**src/rtl/can_spi_readout_pkg.sv**
```systemverilog
// Shared record layout and SPI state encoding for the CAN readout path.
// Field offsets are absolute bit positions within one record.
package can_pkg;

    localparam int REC_WIDTH   = 104;
    localparam int STATUS_LSB  = 96;
    localparam int ST_VALID    = 7;
    localparam int ST_OVF      = 6;
    localparam int ST_EXT      = 5;
    localparam int ST_RTR      = 4;
    localparam int ST_DLC_MSB  = 3;
    localparam int ID_MSB      = 95;
    localparam int PAYLOAD_MSB = 63;
    localparam int CNT_W       = $clog2(REC_WIDTH + 1);

    typedef enum logic [1:0] {
        SPI_IDLE,
        SPI_LOAD,
        SPI_SHIFT,
        SPI_DONE
    } spi_state_t;

    function automatic logic [REC_WIDTH-1:0] make_record(
        input logic        ovf,
        input logic        ext,
        input logic        rtr,
        input logic [3:0]  dlc,
        input logic [28:0] id,
        input logic [63:0] payload
    );
        return {1'b1, ovf, ext, rtr, dlc, 3'b000, id, payload};
    endfunction

endpackage

```
**src/rtl/can_spi_readout_if.sv**
```systemverilog
// Frame-capture inputs, host SPI pins and status outputs of the readout block.
// The capture side and host drive through master; the readout block is slave.
interface can_spi_readout_if #(
    parameter int DEPTH = 2
);
    localparam int CW = $clog2(DEPTH) + 1;

    logic          frame_done;
    logic          frame_ext;
    logic          frame_rtr;
    logic [3:0]    frame_dlc;
    logic [28:0]   frame_id;
    logic [63:0]   frame_payload;
    logic          spi_sck;
    logic          spi_cs_n;
    logic          spi_miso;
    logic [CW-1:0] rec_count;
    logic          rec_avail;
    logic          overflow;

    modport master (
        output frame_done, frame_ext, frame_rtr, frame_dlc,
        output frame_id, frame_payload, spi_sck, spi_cs_n,
        input  spi_miso, rec_count, rec_avail, overflow
    );

    modport slave (
        input  frame_done, frame_ext, frame_rtr, frame_dlc,
        input  frame_id, frame_payload, spi_sck, spi_cs_n,
        output spi_miso, rec_count, rec_avail, overflow
    );

endinterface

```
**src/rtl/can_spi_readout_sync_edge.sv**
```systemverilog
// Multi-flop synchroniser for an asynchronous level, with rise/fall pulses.
// INIT sets the idle level so reset does not fake an edge (e.g. cs_n idles high).
module sync_edge #(
    parameter int   STAGES = 2,
    parameter logic INIT   = 1'b0
) (
    input  logic clk,
    input  logic rst,
    input  logic d,
    output logic level,
    output logic rise,
    output logic fall
);

    logic [STAGES-1:0] sr;
    logic              prev;

    // Shift the async input through the chain and remember the last level.
    always_ff @(posedge clk or posedge rst) begin
        if (rst) begin
            sr   <= {STAGES{INIT}};
            prev <= INIT;
        end else begin
            sr   <= {sr[STAGES-2:0], d};
            prev <= sr[STAGES-1];
        end
    end

    assign level = sr[STAGES-1];
    assign rise  = level & ~prev;
    assign fall  = ~level & prev;

endmodule

```
**src/rtl/can_spi_readout.sv**
```systemverilog
// Captures completed CAN frames into a record FIFO and serves the oldest
// record to a host over an oversampled mode-0 SPI slave.
module can_spi_readout
    import can_pkg::*;
#(
    parameter int DEPTH       = 2,
    parameter int SYNC_STAGES = 2
) (
    input logic              clk,
    input logic              rst,
    can_spi_readout_if.slave bus
);

    localparam int AW = $clog2(DEPTH);
    localparam int CW = AW + 1;
    localparam logic [CNT_W-1:0] LAST = CNT_W'(REC_WIDTH);

    logic fd_rise, sck_fall, cs_fall, cs_rise, cs_lvl;
    logic unused_fd_lvl, unused_fd_fall;
    logic unused_sck_lvl, unused_sck_rise;

    logic [REC_WIDTH-1:0] mem [DEPTH];
    logic [AW:0]          wr_ptr, rd_ptr;
    logic [CW-1:0]        fill, rec_count_q;
    logic [AW-1:0]        tail_idx;
    logic                 overflow_q, full, empty;
    logic                 push, pop, do_wr, drop;
    logic [REC_WIDTH-1:0] head_rec, shifter;
    spi_state_t           state_q, state_d;
    logic                 load_en, shift_en;
    logic [CNT_W-1:0]     bit_cnt;
    logic                 miso_q, ld_valid, ld_ovf;

    sync_edge #(.STAGES(SYNC_STAGES), .INIT(1'b0)) u_fd (
        .clk(clk), .rst(rst), .d(bus.frame_done),
        .level(unused_fd_lvl), .rise(fd_rise), .fall(unused_fd_fall)
    );

    sync_edge #(.STAGES(SYNC_STAGES), .INIT(1'b0)) u_sck (
        .clk(clk), .rst(rst), .d(bus.spi_sck),
        .level(unused_sck_lvl), .rise(unused_sck_rise), .fall(sck_fall)
    );

    sync_edge #(.STAGES(SYNC_STAGES), .INIT(1'b1)) u_cs (
        .clk(clk), .rst(rst), .d(bus.spi_cs_n),
        .level(cs_lvl), .rise(cs_rise), .fall(cs_fall)
    );

    assign push     = fd_rise;
    assign fill     = wr_ptr - rd_ptr;
    assign full     = (fill == CW'(DEPTH));
    assign empty    = (fill == '0);
    assign do_wr    = push & (~full | pop);
    assign drop     = push & full & ~pop;
    assign tail_idx = wr_ptr[AW-1:0] - AW'(1);
    assign head_rec = empty ? '0 : mem[rd_ptr[AW-1:0]];

    // Record storage; a drop tags the newest held record so the host
    // can tell that frames went missing right after it.
    always_ff @(posedge clk) begin
        if (do_wr) begin
            mem[wr_ptr[AW-1:0]] <= make_record(
                overflow_q, bus.frame_ext, bus.frame_rtr,
                bus.frame_dlc, bus.frame_id, bus.frame_payload);
        end else if (drop) begin
            mem[tail_idx][STATUS_LSB+ST_OVF] <= 1'b1;
        end
    end

    // Pointers, registered count and the sticky overflow flag.
    always_ff @(posedge clk or posedge rst) begin
        if (rst) begin
            wr_ptr      <= '0;
            rd_ptr      <= '0;
            rec_count_q <= '0;
            overflow_q  <= 1'b0;
        end else begin
            if (do_wr) wr_ptr <= wr_ptr + 1'b1;
            if (pop) rd_ptr <= rd_ptr + 1'b1;
            rec_count_q <= fill;
            if (drop) overflow_q <= 1'b1;
            else if (pop && ld_ovf) overflow_q <= 1'b0;
        end
    end

    // Transfer state register.
    always_ff @(posedge clk or posedge rst) begin
        if (rst) state_q <= SPI_IDLE;
        else     state_q <= state_d;
    end

    // Next transfer state and per-cycle strobes.
    always_comb begin
        state_d  = state_q;
        load_en  = 1'b0;
        shift_en = 1'b0;
        pop      = 1'b0;
        unique case (state_q)
            SPI_IDLE:  if (cs_fall) state_d = SPI_LOAD;
            SPI_LOAD: begin
                load_en = 1'b1;
                state_d = SPI_SHIFT;
            end
            SPI_SHIFT: shift_en = sck_fall & ~cs_lvl;
            SPI_DONE: begin
                pop     = ld_valid & (bit_cnt == LAST);
                state_d = cs_fall ? SPI_LOAD : SPI_IDLE;
            end
            default:   state_d = SPI_IDLE;
        endcase
        if (cs_rise && state_q != SPI_DONE) state_d = SPI_DONE;
    end

    // Shifter, bit counter and MISO register.
    always_ff @(posedge clk or posedge rst) begin
        if (rst) begin
            shifter  <= '0;
            bit_cnt  <= '0;
            miso_q   <= 1'b0;
            ld_valid <= 1'b0;
            ld_ovf   <= 1'b0;
        end else if (load_en) begin
            shifter  <= head_rec;
            miso_q   <= head_rec[REC_WIDTH-1];
            bit_cnt  <= '0;
            ld_valid <= head_rec[STATUS_LSB+ST_VALID];
            ld_ovf   <= head_rec[STATUS_LSB+ST_OVF];
        end else if (shift_en && bit_cnt != LAST) begin
            shifter <= {shifter[REC_WIDTH-2:0], 1'b0};
            miso_q  <= shifter[REC_WIDTH-2];
            bit_cnt <= bit_cnt + CNT_W'(1);
        end else if (state_q == SPI_DONE) begin
            miso_q <= 1'b0;
        end
    end

    assign bus.spi_miso  = miso_q & ~cs_lvl;
    assign bus.rec_count = rec_count_q;
    assign bus.rec_avail = (rec_count_q != '0);
    assign bus.overflow  = overflow_q;

endmodule

```
**src/flat_wrapper.sv**
```systemverilog
// flat-port wrapper written by rule: the top's interface ports become plain ports
module can_spi_readout_flat import can_pkg::*;
#(
    parameter int DEPTH       = 2,
    parameter int SYNC_STAGES = 2
)
  (clk, rst, bus_frame_done, bus_frame_ext, bus_frame_rtr, bus_frame_dlc, bus_frame_id, bus_frame_payload, bus_spi_sck, bus_spi_cs_n, bus_spi_miso, bus_rec_count, bus_rec_avail, bus_overflow);
  can_spi_readout_if #(.DEPTH(DEPTH)) bus_i ();
  input logic clk;
  input logic rst;
  input wire logic [$bits(bus_i.frame_done)-1:0] bus_frame_done;
  input wire logic [$bits(bus_i.frame_ext)-1:0] bus_frame_ext;
  input wire logic [$bits(bus_i.frame_rtr)-1:0] bus_frame_rtr;
  input wire logic [$bits(bus_i.frame_dlc)-1:0] bus_frame_dlc;
  input wire logic [$bits(bus_i.frame_id)-1:0] bus_frame_id;
  input wire logic [$bits(bus_i.frame_payload)-1:0] bus_frame_payload;
  input wire logic [$bits(bus_i.spi_sck)-1:0] bus_spi_sck;
  input wire logic [$bits(bus_i.spi_cs_n)-1:0] bus_spi_cs_n;
  output wire logic [$bits(bus_i.spi_miso)-1:0] bus_spi_miso;
  output wire logic [$bits(bus_i.rec_count)-1:0] bus_rec_count;
  output wire logic [$bits(bus_i.rec_avail)-1:0] bus_rec_avail;
  output wire logic [$bits(bus_i.overflow)-1:0] bus_overflow;
  assign bus_i.frame_done = bus_frame_done;
  assign bus_i.frame_ext = bus_frame_ext;
  assign bus_i.frame_rtr = bus_frame_rtr;
  assign bus_i.frame_dlc = bus_frame_dlc;
  assign bus_i.frame_id = bus_frame_id;
  assign bus_i.frame_payload = bus_frame_payload;
  assign bus_i.spi_sck = bus_spi_sck;
  assign bus_i.spi_cs_n = bus_spi_cs_n;
  assign bus_spi_miso = bus_i.spi_miso;
  assign bus_rec_count = bus_i.rec_count;
  assign bus_rec_avail = bus_i.rec_avail;
  assign bus_overflow = bus_i.overflow;
  can_spi_readout #(.DEPTH(DEPTH), .SYNC_STAGES(SYNC_STAGES)) u_core (.clk(clk), .rst(rst), .bus(bus_i));
endmodule
```
**config.mk**
```make
export PLATFORM = sky130hd
export DESIGN_NAME = can_spi_readout_flat
export DESIGN_NICKNAME = d
export VERILOG_FILES = /design/src/rtl/can_spi_readout_pkg.sv /design/src/rtl/can_spi_readout_if.sv /design/src/rtl/can_spi_readout_sync_edge.sv /design/src/rtl/can_spi_readout.sv /design/src/flat_wrapper.sv
export SDC_FILE = /design/constraint.sdc
export NUM_CORES = 1
export LEC_CHECK = 0
export ABC_AREA = 1
export BUFFER_PORTS_ARGS = -buffer_cell sky130_fd_sc_hd__clkbuf_2
export CAP_MARGIN = 10
export CORE_MARGIN = 1
export CORE_UTILIZATION = 50
export DETAILED_ROUTE_END_ITERATION = 8
export MAX_ROUTING_LAYER = met4
export PLACE_DENSITY = 0.72
export SETUP_SLACK_MARGIN = 0.4
export SKIP_LAST_GASP = 1
export SYNTH_ARGS = -nofsm -noshare
export SYNTH_HDL_FRONTEND = slang
export SYNTH_SLANG_ARGS = --single-unit
```
**constraint.sdc**
```tcl
create_clock -name clk -period 15.95 [get_ports clk]
set_clock_uncertainty 0.15 [all_clocks]
set_input_delay 0.7975 -clock clk [delete_from_list [all_inputs] [get_ports clk]]
set_output_delay 0.7975 -clock clk [all_outputs]
set_load 0.1 [all_outputs]
```
==> summary.md <==
| Metric | Value |
|---|---|
| Power Density | `~160 nW/µm²` |
| Routed len/inst | `approximately 13 µm` |
| Post-CTS Hold Buffers | `0` |
| Compound-Gate Fraction of Synth Area | `0.002482` |
| Final instance count without filler cells | `2,130` |
| Area contributors post-synth | `edfxtp_1, dfrtp_1, nand2_1, nand3_1, inv_1` |
| Crit path launch | `u_core.bit_cnt[0]$_DFFE_PP0P_` |
| Most common cell on crit path | `nand2_1` |
| CTS resizes | `0` |
| N_diodes | `0` |
| Avg Cell Area, Syn | `8.840 µm²` |
| R2r startpoint | `u_core.bit_cnt[0]$_DFFE_PP0P_` |
| Vias | `about 10,000` |
| Mapped cell area | `14,620 µm²` |
| Max-slew violations | `0` |
| Chip width | `173.0 µm` |
| Unrepaired setup endpoints after global routing | `no` |
| CTS tree | `done` |
| Final ANT Viol Nets | `0` |
| Area leader, netlist | `edfxtp_1` |
| Register bit total from synthesis | `331` |
| Clk_lat worst skew | `~500 ps` |
| Int Pwr | `1.782 mW` |
| Crit share post-route | `0.2433` |
| Root buffer cell | `clkbuf_16` |
| Buffers added on ports | `108` |
| Register area share after synthesis | `0.6352` |
| Clock Tree Buf Depth | `3` |
| Crit end category | `flop` |
| Layout area overhead | `12.54%` |
| Mux cell area share after synthesis | `0.0006846` |
| RePlAce Congestion | `a little under 0.8` |
| Die area | `between 20,000 and 30,000 µm²` |
| Total power | `2.625 mW` |
| GRT Resource Usage Total | `0.2067` |
| Outcome | `finished clean` |
| Min-delay worst type | `primary input to async pin` |
| Max Freq | `approximately 0.26 GHz` |
| Worst slew pin tran | `1144 ps` |
| Mapped Nets | `~1,800` |
| Synth Area in Adders | `0.002567` |
| Vias per cell | `about 4.9` |
| Drt first pass iters | `7` |
| Critical Path RT | `16,190 ps` |
| Worst reg2reg path depth | `11` |
| Hold Vio Cnt, Final | `0` |
| Post-synth top area share | `0.4107` |
| CP max FO | `104` |
| Crit path max-delay family | `buffers and inverters` |
| DRT Wirelength | `28,740 µm` |
| Setup_tns | `0 ps` |
| Syn Inst Count | `1,654` |
| Slew HR | `0.2376` |
| Largest family of logic cells by synthesized area | `simple AND/OR/NAND/NOR gates` |
| CTS sink cnt | `331` |
| Sw Pwr | `843.0 µW` |
| CTS clock-pin slew for the worst setup and hold paths | `about 60 ps` |
| Setup Crit Path Kind | `flop to flop` |
| Sequential Power Share | `0.464` |
| Final min period | `3881 ps` |
| CTS H-Tree Depth | `2` |
| DP HPWL | `16,020 µm` |
| Maximum vdd drop | `101.1 µV` |
| Max Cap Viol | `0` |
| Cell Chain, Critical Path | `inv_1 > ha_1 > inv_1 > nor2_1 > nand2_1 > nand2_1 > nand2_4 > clkinv_2 > buf_4 > nand2_1 > nand2_1` |
| Setup violations, final | `0` |
| Die H | `173.0 µm` |
| Initial antenna violation count | `0` |
| Crit path to | `u_core.shifter[84]$_DFFE_PP0P_` |
| Slowest-stage cell, CP | `clkinv_2` |
| # fillers | `about 2,500` |
| Initial Util | `0.5094` |
| Fin util | `0.5733` |
| R2R setup slack | `roughly 12,000 ps` |
| Total CTS buffers | `34` |
| Leak | `8.206 nW` |
| Pin count of the biggest net entering global routing | `108` |
| Share of cells above drive strength 1 | `0.1100` |
| Remaining Overflow, GRT | `0` |
| Core Area | `between 20,000 and 30,000 µm²` |
| Post-synth cell types | `26` |
| Fin nets | `1,827` |
| Post-Synth Simple-Gate Area | `0.2922` |
| Multi-input gate area | `4425 µm²` |
| WP buf/inv | `4` |
| Placed insts | `2,068` |
| Comb power frac | `0.233` |
| Synth warnings | `0` |
| Post-synthesis xor/xnor area fraction | `0.002995` |
| First-pass GRT wire length | `49,490 µm` |
| Worst Hold Slack | `193.7 ps` |
| Post-CTS setup buffer count | `0` |
| R2r endpoint | `u_core.shifter[84]$_DFFE_PP0P_` |
| Critical path launch point type | `flop` |
| WP data arrival | `roughly 4100 ps` |
| Vias in the first global route | `10,400` |
| Seq. cell area | `9291 µm²` |
| Residual DRC | `0` |
| WP depth | `11` |
| Cell Rows | `62` |
| Clock power frac | `0.303` |
| Io pins | `109` |
| Biggest cell delay along the critical path | `930 ps` |
| Detailed router's first-iteration violation count | `roughly 820` |
| Sw Share | `0.3211` |
==> flip-flops by register name, summed over array words and instances, names as in the netlist <==
name and cells:
u_core.bit_cnt 7, u_core.bus.overflow 1, u_core.bus.rec_count 2, u_core.ld_ovf 1
u_core.ld_valid 1, u_core.mem 200, u_core.miso_q 1, u_core.rd_ptr 2
u_core.shifter 103, u_core.state_q 2, u_core.u_cs.prev 1, u_core.u_cs.sr 2
u_core.u_fd.prev 1, u_core.u_fd.sr 2, u_core.u_sck.prev 1, u_core.u_sck.sr 2
u_core.wr_ptr 2
==> logic make-up after synthesis <==
kind of cell,count (synthesis)
AND/OR/NAND/NOR,1089
buffers and inverters,218
flip-flops,331
multiplexers,1
XOR/XNOR,5
AO/OA/AOI/OAI,7
adder cells (fa/ha/maj),3
==> synthesized netlist by cell type <==
cell type  instances
nand2_1          843
edfxtp_1         200
dfrtp_1          128
inv_1            124
nand3_1          117
nor2_1           115
buf_2             50
clkbuf_1          26
buf_6              7
inv_2              7
nand4_1            6
buf_1              4
dfstp_2            3
ha_1               3
o21ai_0            3
xor2_1             3
nand2_2            2
nor2_2             2
o21ai_1            2
or2_2              2
xnor2_1            2
a21oi_1            1
mux2i_1            1
nand3_2            1
o22ai_1            1
or2_1              1
==> per-layer routing <==
layer | track usage | vias to the layer above | share of wire
li1 | - | 5274 | -
met1 | 0.2661 | 4867 | 0.44
met2 | 0.3434 | 219 | 0.49
met3 | 0.02287 | 60 | 0.043
met4 | 0.06858 | 0 | 0.027
met5 | - | - | 0
==> worst min path at each step <==
| stage | startpoint | end | slack (ps) | cells past startpoint |
|---|---|---|---|---|
| after floorplan | u_core.u_fd.sr[0]$_DFF_PP0_ | u_core.u_fd.sr[1]$_DFF_PP0_ | 180 | 0 |
| after global placement | u_core.u_fd.sr[0]$_DFF_PP0_ | u_core.u_fd.sr[1]$_DFF_PP0_ | 180 | 0 |
| after detailed placement | u_core.u_sck.sr[0]$_DFF_PP0_ | u_core.u_sck.sr[1]$_DFF_PP0_ | 190 | 0 |
| after CTS | u_core.u_sck.sr[0]$_DFF_PP0_ | u_core.u_sck.sr[1]$_DFF_PP0_ | 200 | 0 |
| after global routing | u_core.u_sck.sr[0]$_DFF_PP0_ | u_core.u_sck.sr[1]$_DFF_PP0_ | 200 | 0 |
| final | rst | u_core.bus.rec_count[0]$_DFF_PP0_ | 190 | 2 |
==> per-stage QoR <==
stage,setup slack (ps),area (µm²)
floorplan,9949,14620
global placement,12130,15310
detailed placement,12060,15310
CTS,12030,16450
global route,11650,16450
finish,12070,16450
==> final cells by class <==
class	instances	area share
sequential	331	0.5647
tap	384	0.02920
inverter	131	0.03064
timing repair buffer	117	0.03696
multi-input combinational	1105	0.2690
clock inverter	10	0.004334
clock buffer	52	0.06524
==> layout by cell type (no fill, tap or decap) <==
cell	instances
nor2_4	2
dfrtp_4	1
inv_6	1
xor2_1	3
or2_1	1
o22ai_1	1
nand2_4	2
clkbuf_1	7
nand3_2	1
edfxtp_1	200
nand2_1	842
clkbuf_16	38
ha_1	3
nand2_2	1
dfrtp_1	127
nand3_1	117
nor2_2	1
inv_4	1
clkbuf_2	108
or2_2	2
mux2i_1	1
inv_1	121
xnor2_1	2
clkinv_1	3
buf_4	9
bufinv_16	1
o21ai_0	3
a21oi_1	1
inv_2	4
o21ai_1	2
dfstp_2	3
clkbuf_8	7
clkinv_2	10
nor2_1	114
nand4_1	6
==> power by group through the flow <==
stage               Combinational, mW  Sequential [mW]  Clock, mW
global placement                0.596             1.23          0
global route                    0.705             1.24      0.840
floorplan                       0.470             1.24          0
detailed placement              0.616             1.23          0
CTS                             0.620             1.22      0.808
finish                          0.611             1.22      0.796
No activity file was read; power rests on OpenSTA's default activity.
